**config.mk**
```make
export PLATFORM = sky130hd
export DESIGN_NAME = ex_muldiv_ctrl
export DESIGN_NICKNAME = d
export VERILOG_FILES = /design/src/rtl/ex_muldiv_ctrl_pkg.sv /design/src/rtl/ex_muldiv_ctrl_md_iter_dp.sv /design/src/rtl/ex_muldiv_ctrl.sv
export SDC_FILE = /design/constraint.sdc
export NUM_CORES = 1
export LEC_CHECK = 0
export ABC_CLOCK_PERIOD_IN_PS = 4400
export CAP_MARGIN = 25
export CORE_MARGIN = 5
export CORE_UTILIZATION = 40
export DETAILED_ROUTE_END_ITERATION = 8
export GPL_ROUTABILITY_DRIVEN = 0
export SLEW_MARGIN = 25
export SYNTH_ARGS = -nofsm -noshare
export SYNTH_HDL_FRONTEND = slang
export SYNTH_SLANG_ARGS = --single-unit
```
**constraint.sdc**
```tcl
create_clock -name clk -period 4.4 [get_ports clk]
set_input_delay 0.44 -clock clk [delete_from_list [all_inputs] [get_ports clk]]
set_output_delay 0.44 -clock clk [all_outputs]
set_load 0.005 [all_outputs]
```
**src/rtl/ex_muldiv_ctrl_pkg.sv**
```systemverilog
// Shared definitions for the EX-stage multiply/divide sequencer:
// operation codes, FSM state encoding, iteration count and op decode helpers.
package ex_muldiv_ctrl_pkg;

    localparam int MdIter = 32;

    typedef enum logic [2:0] {
        MD_MUL_W   = 3'd0,
        MD_MULH_W  = 3'd1,
        MD_MULH_WU = 3'd2,
        MD_DIV_W   = 3'd3,
        MD_MOD_W   = 3'd4,
        MD_DIV_WU  = 3'd5,
        MD_MOD_WU  = 3'd6,
        MD_RSVD    = 3'd7
    } md_op_e;

    typedef enum logic [1:0] {
        S_IDLE = 2'd0,
        S_CALC = 2'd1,
        S_FIX  = 2'd2,
        S_DONE = 2'd3
    } md_state_e;

    function automatic logic op_is_div(md_op_e op);
        return (op == MD_DIV_W) || (op == MD_MOD_W) ||
               (op == MD_DIV_WU) || (op == MD_MOD_WU);
    endfunction

    function automatic logic op_is_rem(md_op_e op);
        return (op == MD_MOD_W) || (op == MD_MOD_WU);
    endfunction

    function automatic logic op_is_hi(md_op_e op);
        return (op == MD_MULH_W) || (op == MD_MULH_WU);
    endfunction

    // Reserved code 7 runs as MUL.W, so it is signed too.
    function automatic logic op_is_signed(md_op_e op);
        return !((op == MD_MULH_WU) || (op == MD_DIV_WU) ||
                 (op == MD_MOD_WU));
    endfunction

endpackage

```
**src/rtl/ex_muldiv_ctrl_md_iter_dp.sv**
```systemverilog
// Radix-2 iteration datapath: 2W-bit accumulator plus operand register.
// Ports: clr_i/load_i/step_i/div_i control, lo_i/opnd_i load values, acc_o.
module md_iter_dp
    import ex_muldiv_ctrl_pkg::*;
#(
    parameter int W = 32
) (
    input  logic           clk,
    input  logic           rst_n,
    input  logic           clr_i,
    input  logic           load_i,
    input  logic           step_i,
    input  logic           div_i,
    input  logic [W-1:0]   lo_i,
    input  logic [W-1:0]   opnd_i,
    output logic [2*W-1:0] acc_o
);

    logic [2*W-1:0] acc_q, acc_d;
    logic [W-1:0]   opnd_q;
    logic [W:0]     madd;
    logic [2*W:0]   dsh;
    logic [W+1:0]   diff;

    // Multiply: acc = {partial product, multiplier}, shifted right.
    // Divide:   acc = {remainder, quotient}, shifted left.
    always_comb begin
        madd  = {1'b0, acc_q[2*W-1:W]} + {1'b0, opnd_q};
        dsh   = {acc_q, 1'b0};
        diff  = {1'b0, dsh[2*W:W]} - {2'b00, opnd_q};
        acc_d = acc_q;
        if (load_i) begin
            acc_d = {{W{1'b0}}, lo_i};
        end else if (step_i) begin
            if (div_i) begin
                // Top bit of diff set means the trial subtract borrowed.
                acc_d = diff[W+1] ? dsh[2*W-1:0]
                                  : {diff[W-1:0], dsh[W-1:1], 1'b1};
            end else begin
                acc_d = acc_q[0] ? {madd, acc_q[W-1:1]}
                                 : {1'b0, acc_q[2*W-1:1]};
            end
        end
    end

    always_ff @(posedge clk) begin
        if (!rst_n || clr_i) begin
            acc_q  <= '0;
            opnd_q <= '0;
        end else begin
            acc_q <= acc_d;
            if (load_i) opnd_q <= opnd_i;
        end
    end

    assign acc_o = acc_q;

endmodule

```
**src/rtl/ex_muldiv_ctrl.sv**
```systemverilog
// Multi-cycle MUL/MULH/DIV/MOD sequencer for EX; holds result until ack.
// Ports: md_start_i/md_op_i/md_src1_i/md_src2_i launch, md_ack_i release,
// md_flush_i abort, md_busy_o/md_done_o/md_result_o status and result.
module ex_muldiv_ctrl
    import ex_muldiv_ctrl_pkg::*;
#(
    parameter int W = 32
) (
    input  logic         clk,
    input  logic         rst_n,
    input  logic         md_start_i,
    input  logic [2:0]   md_op_i,
    input  logic [W-1:0] md_src1_i,
    input  logic [W-1:0] md_src2_i,
    input  logic         md_ack_i,
    input  logic         md_flush_i,
    output logic         md_busy_o,
    output logic         md_done_o,
    output logic [W-1:0] md_result_o
);

    md_state_e      state_q;
    md_op_e         op_q, op_d;
    logic [4:0]     cnt_q;
    logic           sign1_q, sign2_q, dz_q;
    logic           sign1_d, sign2_d, dz_d, div_d;
    logic [W-1:0]   result_q, result_d;
    logic [W-1:0]   abs1, abs2;
    logic [2*W-1:0] acc, prod;
    logic [W-1:0]   quot, rem_mag, rem;
    logic           neg, load, step;

    // Launch-side decode of the incoming operation.
    always_comb begin
        op_d    = md_op_e'(md_op_i);
        div_d   = op_is_div(op_d);
        sign1_d = op_is_signed(op_d) & md_src1_i[W-1];
        sign2_d = op_is_signed(op_d) & md_src2_i[W-1];
        abs1    = sign1_d ? -md_src1_i : md_src1_i;
        abs2    = sign2_d ? -md_src2_i : md_src2_i;
        dz_d    = div_d && (md_src2_i == '0);
    end

    assign load = (state_q == S_IDLE) && md_start_i && !md_flush_i;
    assign step = (state_q == S_CALC) && !md_flush_i;

    md_iter_dp #(.W(W)) u_dp (
        .clk    (clk),
        .rst_n  (rst_n),
        .clr_i  (md_flush_i),
        .load_i (load),
        .step_i (step),
        .div_i  (op_is_div(op_q)),
        .lo_i   (div_d ? abs1 : abs2),
        .opnd_i (div_d ? abs2 : abs1),
        .acc_o  (acc)
    );

    // Sign correction and result select; on divide-by-zero the
    // accumulator still holds |dividend| in its low half.
    always_comb begin
        neg     = sign1_q ^ sign2_q;
        prod    = neg ? -acc : acc;
        quot    = dz_q ? '1 : (neg ? -acc[W-1:0] : acc[W-1:0]);
        rem_mag = dz_q ? acc[W-1:0] : acc[2*W-1:W];
        rem     = sign1_q ? -rem_mag : rem_mag;
        if (op_is_rem(op_q))      result_d = rem;
        else if (op_is_div(op_q)) result_d = quot;
        else if (op_is_hi(op_q))  result_d = prod[2*W-1:W];
        else                      result_d = prod[W-1:0];
    end

    always_ff @(posedge clk) begin
        if (!rst_n) begin
            state_q  <= S_IDLE;
            op_q     <= MD_MUL_W;
            cnt_q    <= '0;
            sign1_q  <= 1'b0;
            sign2_q  <= 1'b0;
            dz_q     <= 1'b0;
            result_q <= '0;
        end else if (md_flush_i) begin
            state_q  <= S_IDLE;
            cnt_q    <= '0;
            result_q <= '0;
        end else begin
            unique case (state_q)
                S_IDLE: if (md_start_i) begin
                    op_q    <= op_d;
                    sign1_q <= sign1_d;
                    sign2_q <= sign2_d;
                    dz_q    <= dz_d;
                    cnt_q   <= '0;
                    state_q <= dz_d ? S_FIX : S_CALC;
                end
                S_CALC: begin
                    cnt_q <= cnt_q + 5'd1;
                    if (cnt_q == 5'(MdIter - 1)) state_q <= S_FIX;
                end
                S_FIX: begin
                    result_q <= result_d;
                    state_q  <= S_DONE;
                end
                S_DONE: if (md_ack_i) begin
                    result_q <= '0;
                    state_q  <= S_IDLE;
                end
                default: state_q <= S_IDLE;
            endcase
        end
    end

    assign md_busy_o   = (state_q != S_IDLE);
    assign md_done_o   = (state_q == S_DONE);
    assign md_result_o = result_q;

endmodule

```
# [Word level (Yosys, flattened, before mapping)]
# Index checks and enable logic that the tools add are counted.
[totals] out_inout_bits=34 latch_bits=0 mem_count=0 word_cells=97 mem_bits_rw=0 ff_bits=141 rom_bits=0 in_bits=72
[classes] div_mod_pow=0 add_sub_neg=8 n_lt_le_gt_ge=0 n_mux=26 reduce_logical=30 shifts=0 bitwise=5 n_mul=0 eq_ne=18
[ops] operator="$mux 32" count=14
[ops] operator="$mux 64" count=4
[ops] operator="$neg 32->32" count=4
[ops] operator="$neg 64->64" count=1
[ops] operator="$pmux 32 s2" count=1
[ops] operator="$sub 33x32->34" count=1
[ops] operator="$add 32x32->33" count=1
[ops] operator="$logic_not 32->1" count=1
[ops] operator="$eq 3x3->1 const B" count=6
[ops] operator="$eq 3x2->1 const B" count=4
[ops] operator="$logic_or 1x1->1" count=11
[ops] operator="$pmux 5 s2" count=1
[ops] operator="$mux 2" count=4
[ops] operator="$pmux 2 s4" count=1
[ops] operator="$reduce_bool 2->1" count=4
[ops] operator="$reduce_and 3->1" count=2
[ops] operator="$add 5x1->5 const B" count=1
[ops] operator="$eq 5x5->1 const B" count=1
[ops] operator="$mux 5" count=1
[ops] operator="$eq 2x2->1 const B" count=2
[ops] operator="$logic_and 1x1->1" count=4
[ops] operator="$ne 2x2->1 const B" count=2
[ops] operator="$reduce_and 2->1" count=2
[ops] operator="$reduce_or 2->1" count=2
[ops] operator="other kinds (8)" count=12

# [Logic depth before layout (Yosys ltp)]
[depth] word_depth=8 mapped_depth=15 mapped_depth_nobuf=12

# [Cells and area by module]
# From an unflattened synthesis, not the netlist that was laid out.
[unflattened] hier_cells=2123 hier_area_um2=15773.9
[by_module_without_submodules] mod="md_iter_dp" cells_each=1103 n_inst=1 seq_area_each_um2=1921.8 area_each_um2=8345.5
[by_module_without_submodules] mod="ex_muldiv_ctrl" cells_each=1020 n_inst=1 seq_area_each_um2=900.9 area_each_um2=7428.4

# [Worst setup path before layout]
# OpenSTA, ideal clock, no wires.
[synth_timing] path_kind="register to register" start="register dz_q" end="register result_q[28], in the netlist md_result_o[28]" required_time_ns=4.283 stages_incl_launch_ff=16 t_arrival_ns=3.616 path_slack_ns=0.667 setup_time_ns=0.117 n_path_buf=5 synth_period_minus_slack_ns=3.733 path_cell_list="dfxtp_1 -> buf_4 -> buf_4 -> buf_2 -> buf_1 -> buf_1 -> mux2i_1 -> ha_1 -> o221ai_1 -> nor3_1 -> nand4_1 -> nand3b_4 -> o41ai_1 -> xnor2_1 -> nand2_1 -> a22o_1"
[synth_between] elab_chain_cells=5 word_cells_on_any_way=7 classes_between="add/sub: 1; mux: 6"
[synth_rtl] element="start: declaration" line="ex_muldiv_ctrl.sv:25" rtl="logic sign1_q, sign2_q, dz_q;"
[synth_rtl] element="start signal: assignment" line="ex_muldiv_ctrl.sv:92" rtl="dz_q <= dz_d;"
[synth_rtl] element="$mux 32" line="ex_muldiv_ctrl.sv:65" rtl="rem_mag = dz_q ? acc[W-1:0] : acc[2*W-1:W];"
[synth_rtl] element="$neg 32->32" line="ex_muldiv_ctrl.sv:66" rtl="rem = sign1_q ? -rem_mag : rem_mag;"
[synth_rtl] element="$mux 32" line="ex_muldiv_ctrl.sv:66"
[synth_rtl] element="$mux 32 (*)" line="ex_muldiv_ctrl.sv:67" rtl="if (op_is_rem(op_q)) result_d = rem;"
[synth_rtl] element="$pmux 32 s2 (*)" line="ex_muldiv_ctrl.sv:87" rtl="unique case (state_q)"
[synth_rtl] element="end signal: assignment" line="ex_muldiv_ctrl.sv:101" rtl="result_q <= result_d;"
[synth_rtl] element="end: declaration" line="ex_muldiv_ctrl.sv:27" rtl="logic [W-1:0] result_q, result_d;"
# Mark *: on every way between the ends. The rest lies on a longest branch, timed or not.
# A chain may end at the register's enable or synchronous reset.

# [Final worst setup path]
[layout_timing] start="register u_dp.acc_q[36], in the netlist u_dp.acc_o[36]" end="register u_dp.acc_q[49], in the netlist u_dp.acc_o[49]"
[layout_between] elab_chain_cells=3 word_cells_on_any_way=5 classes_between="add/sub: 2; mux: 3"
[layout_rtl] element="start: declaration" line="ex_muldiv_ctrl_md_iter_dp.sv:19" rtl="logic [2*W-1:0] acc_q, acc_d;"
[layout_rtl] element="start signal: assignment" line="ex_muldiv_ctrl_md_iter_dp.sv:48" rtl="acc_q <= '0;"
[layout_rtl] element="start signal: assignment" line="ex_muldiv_ctrl_md_iter_dp.sv:51" rtl="acc_q <= acc_d;"
[layout_rtl] element="$sub 33x32->34 / $add 32x32->33 (equally long branches)" line="ex_muldiv_ctrl_md_iter_dp.sv:30, ex_muldiv_ctrl_md_iter_dp.sv:28"
[layout_rtl] element="$mux 64 (on tied branches)" line="ex_muldiv_ctrl_md_iter_dp.sv:37, ex_muldiv_ctrl_md_iter_dp.sv:40"
[layout_rtl] element="$mux 64 (*)" line="ex_muldiv_ctrl_md_iter_dp.sv:35" rtl="if (div_i) begin"
# Marked as above.

==> flow_summary.toml <==
[timing]
layout_min_cycle_time_ns = 3.616
grt_setup_unrepaired = "no"
fin_hold_ws_ns = 0.4398
skew_ns = 0.01124
setup-violations-final = 0
finalCritPeriodShare = 0.8219
timing.fmax_mhz = 276.5
tightest_slew_ns = 1.015
finalMaxSlewViolations = 0
slew_headroom = 0.3231
fin_tns_setup_ns = 0
finalHoldViolCount = 0

[clocking]
cts_hold_buffers = 0
numCtsBuffers = 17
clock_latency_ns = 0.46
clockBufferDepth = 2
cts_tree = "done"
path_clk_slew_ns = 0.07
htreeDepth = 4
cts_setup_buffers = 0
clock-sinks = 141
cts_resized = 0
clockRootBuffer = "clkbuf_16"

[critical_path]
rrSetupSlack_ns = 0.78
r2r-start = "u_dp.acc_o[36]"
slowest_stage = "dfxtp_1"
r2r_end = "u_dp.acc_o[49]"
crit_buf_inv = 1
critPathCaptureType = "register"
rr_worst_depth = 10
cp_data_arrival_time_ns = 3.98
worstSetupStartpointType = "register"
cpPeakStageDelay_ns = 0.66
crit_cells = 10
crit_family = "compound AO/OA/AOI/OAI gates"
cp_common_cell = "a221oi_1"
crit_type = "register to register"
cp_cell_sequence = "ha_1, nand4_1, a2111oi_2, o31a_1, o21bai_1, a211oi_2, o21a_1, buf_12, a221oi_1, a221oi_1"
cp.required_ns = 4.76
endpoint = "u_dp.acc_o[49]"
critical_path_peak_fanout = 24
worstSetupStartpoint = "u_dp.acc_o[36]"

[place]
portBuffers = 105
dp_hpwl_um = 43990

[synthesis]
yosysSeqAreaShare = 0.1920
synth.top_cells.by_area = "dfxtp_1 19%, xnor2_1 7.0%, a21oi_1 6.8%, ha_1 6.3%, nand2_1 6.2%"
yosys_warnings = 0
yosysUniqueCellTypes = 90
syn-num-nets = 2190
synth_top_area_frac = 0.1920
ys_async_sr_fraction = 0
yosys.area.top_type = "dfxtp_1"
synth_edf_count = 0
syn_inst = 2042
syn_area_per_cell_um2 = 7.201
synth_ff_type = "dfxtp_1"
syn_area_um2 = 14710
ys_ff_latch = 141

[global_routing]
grt_max_degree = 50
antenna_found_initial = 1
grt.total_usage = 0.2669
grt_overflow = 0
first_global_vias = 15133
grt_pass1_wl_um = 87130

[route]
dr.pass1.iters = 6
drc = 0
drtIter0Drc = 1706
vias = 15882
antenna_left = 0
routedWlPerCell_um = 22.14
wl_um = 56200
vias_per_cell = 6.255

[worst_hold_path]
hold_start = "md_result_o[18]"
hold_class = "register to register"

[power_and_ir_drop]
p_comb_frac = 0.329
p_per_area_nw_per_um2 = 257.6
seq_power_share = 0.317
p_total_w = 0.004331
p_int_w = 0.002650
clockPowerShare = 0.354
p_leak_nw = 6.179
ir_drop_mv = 0.2906
swShare = 0.3883
p_switching_w = 0.001682

[finish]
drive_gt1_frac = 0.06953
final_nets = 2206
final_core_util = 0.4614
area_delta_synth_final_pct = 14.33
diodes = 0

[floorplanning]
coreArea_um2 = 36430
pin_count = 106
die_x_um = 201.7
initial_core_util = 0.4036
row_count = 70
fp.dieH_um = 201.7
die_area_um2 = 40700

[job]
maxCapViolations = 0

[run_status]
outcome = "finished, final reports clean"
## synthesized netlist by cell type (13+ instances only)
cell,count
a21oi_1,199
o211ai_1,48
inv_1,68
o221ai_1,14
ha_1,74
nor2b_1,15
a31oi_1,24
mux2i_1,43
a21o_1,21
o21ai_1,51
dfxtp_1,141
o31ai_1,28
a221oi_1,61
nand4_1,14
mux2_2,13
nor3_1,36
clkbuf_1,128
nor2_1,156
xor2_1,86
nand2_1,241
nor4_1,19
a211oi_1,30
buf_2,18
nand3_1,47
buf_1,15
nand2b_1,17
xnor2_1,117
o21ai_0,97
## power groups by stage
| stage | Combinational, W | Clock [W] | Sequential [W] |
|---|---|---|---|
| final | 0.00142 | 0.00153 | 0.00137 |
| after global routing | 0.00155 | 0.00159 | 0.00138 |
| after CTS | 0.00140 | 0.00154 | 0.00137 |
| after detailed placement | 0.00139 | 0 | 0.00140 |
| after global placement | 0.00138 | 0 | 0.00140 |
| after floorplan | 0.000971 | 0 | 0.00136 |
## worst min path at each step
| stage | slack, ns | end | cells past startpoint |
|---|---|---|---|
| after CTS | 0.44 | md_result_o[18] | 2 |
| final | 0.44 | md_result_o[18] | 2 |
| after floorplan | 0.44 | md_result_o[0] | 2 |
| after global routing | 0.46 | md_result_o[5] | 2 |
| after global placement | 0.43 | md_result_o[17] | 2 |
| after detailed placement | 0.43 | md_result_o[18] | 2 |
## sequential cells by signal, summed over array words and instances (netlist names)
name         count
md_result_o     32
u_dp.acc_o      64
sign2_q          1
u_dp.opnd_q     32
state_q          2
sign1_q          1
op_q             3
cnt_q            5
dz_q             1
## per-layer routing
layer | GRT usage | wire [um]
met1 | 0.3616 | 24560
met2 | 0.4157 | 24550
met3 | 0.04722 | 4549
met4 | 0.1189 | 2529
met5 | 0 | 13
## through the flow
stage | setup slack [ns] | instance area, um2 | instances
final | 0.7835 | 16810 | 2539
after floorplan | 0.6668 | 14710 | 2042
after global placement | 0.9103 | 16210 | 2507
after detailed placement | 0.8274 | 16210 | 2507
after CTS | 0.8307 | 16800 | 2539
after global routing | 0.4601 | 16810 | 2539
## area by class of cell
class / instances / area (um2)
Clock inverter: 15 / 166.4
Multi-Input combinational cell: 1668 / 11060
Inverter: 69 / 259.0
Sequential cell: 141 / 2824
Tap cell: 468 / 585.6
Timing Repair Buffer: 161 / 1496
Clock buffer: 17 / 425.4
Fill cell: 3733 / 19620
## cell usage in the layout (no fill, tap or decap), types with 36 or more instances in the layout
cell type        netlist  layout
nand2_1              241     241
o211ai_1              48      48
nor3_1                36      36
dfxtp_1              141     140
mux2i_1               43      43
o21ai_1               51      51
nor2_1               156     153
a21oi_1              199     199
xnor2_1              117     114
nand3_1               47      47
buf_4                  2      54
inv_1                 68      68
o21ai_0               97      97
clkdlybuf4s50_1        0     105
xor2_1                86      84
a221oi_1              61      61
ha_1                  74      74
## cells by family (layout without fill, tap and decap cells)
logic type | count (synthesis) | in the layout | share of synthesized area
adders and majority gates | 76 | 76 | 0.06569
xor gates and xnor gates | 203 | 203 | 0.1209
muxes | 60 | 60 | 0.04229
AOI/OAI and AO/OA | 694 | 694 | 0.3113
DFF | 141 | 141 | 0.1920
buffers and inverters | 233 | 262 | 0.06203
and+or+nand+nor | 635 | 635 | 0.2058
## tightest hold or removal path: cells and delay by family, from the launching register on
| kind | cells | cell delay (ns) |
|---|---|---|
| and+or+nand+nor | 2 | 0.09 |
| DFF | 1 | 0.31 |
(Power assumes the default switching activity.)
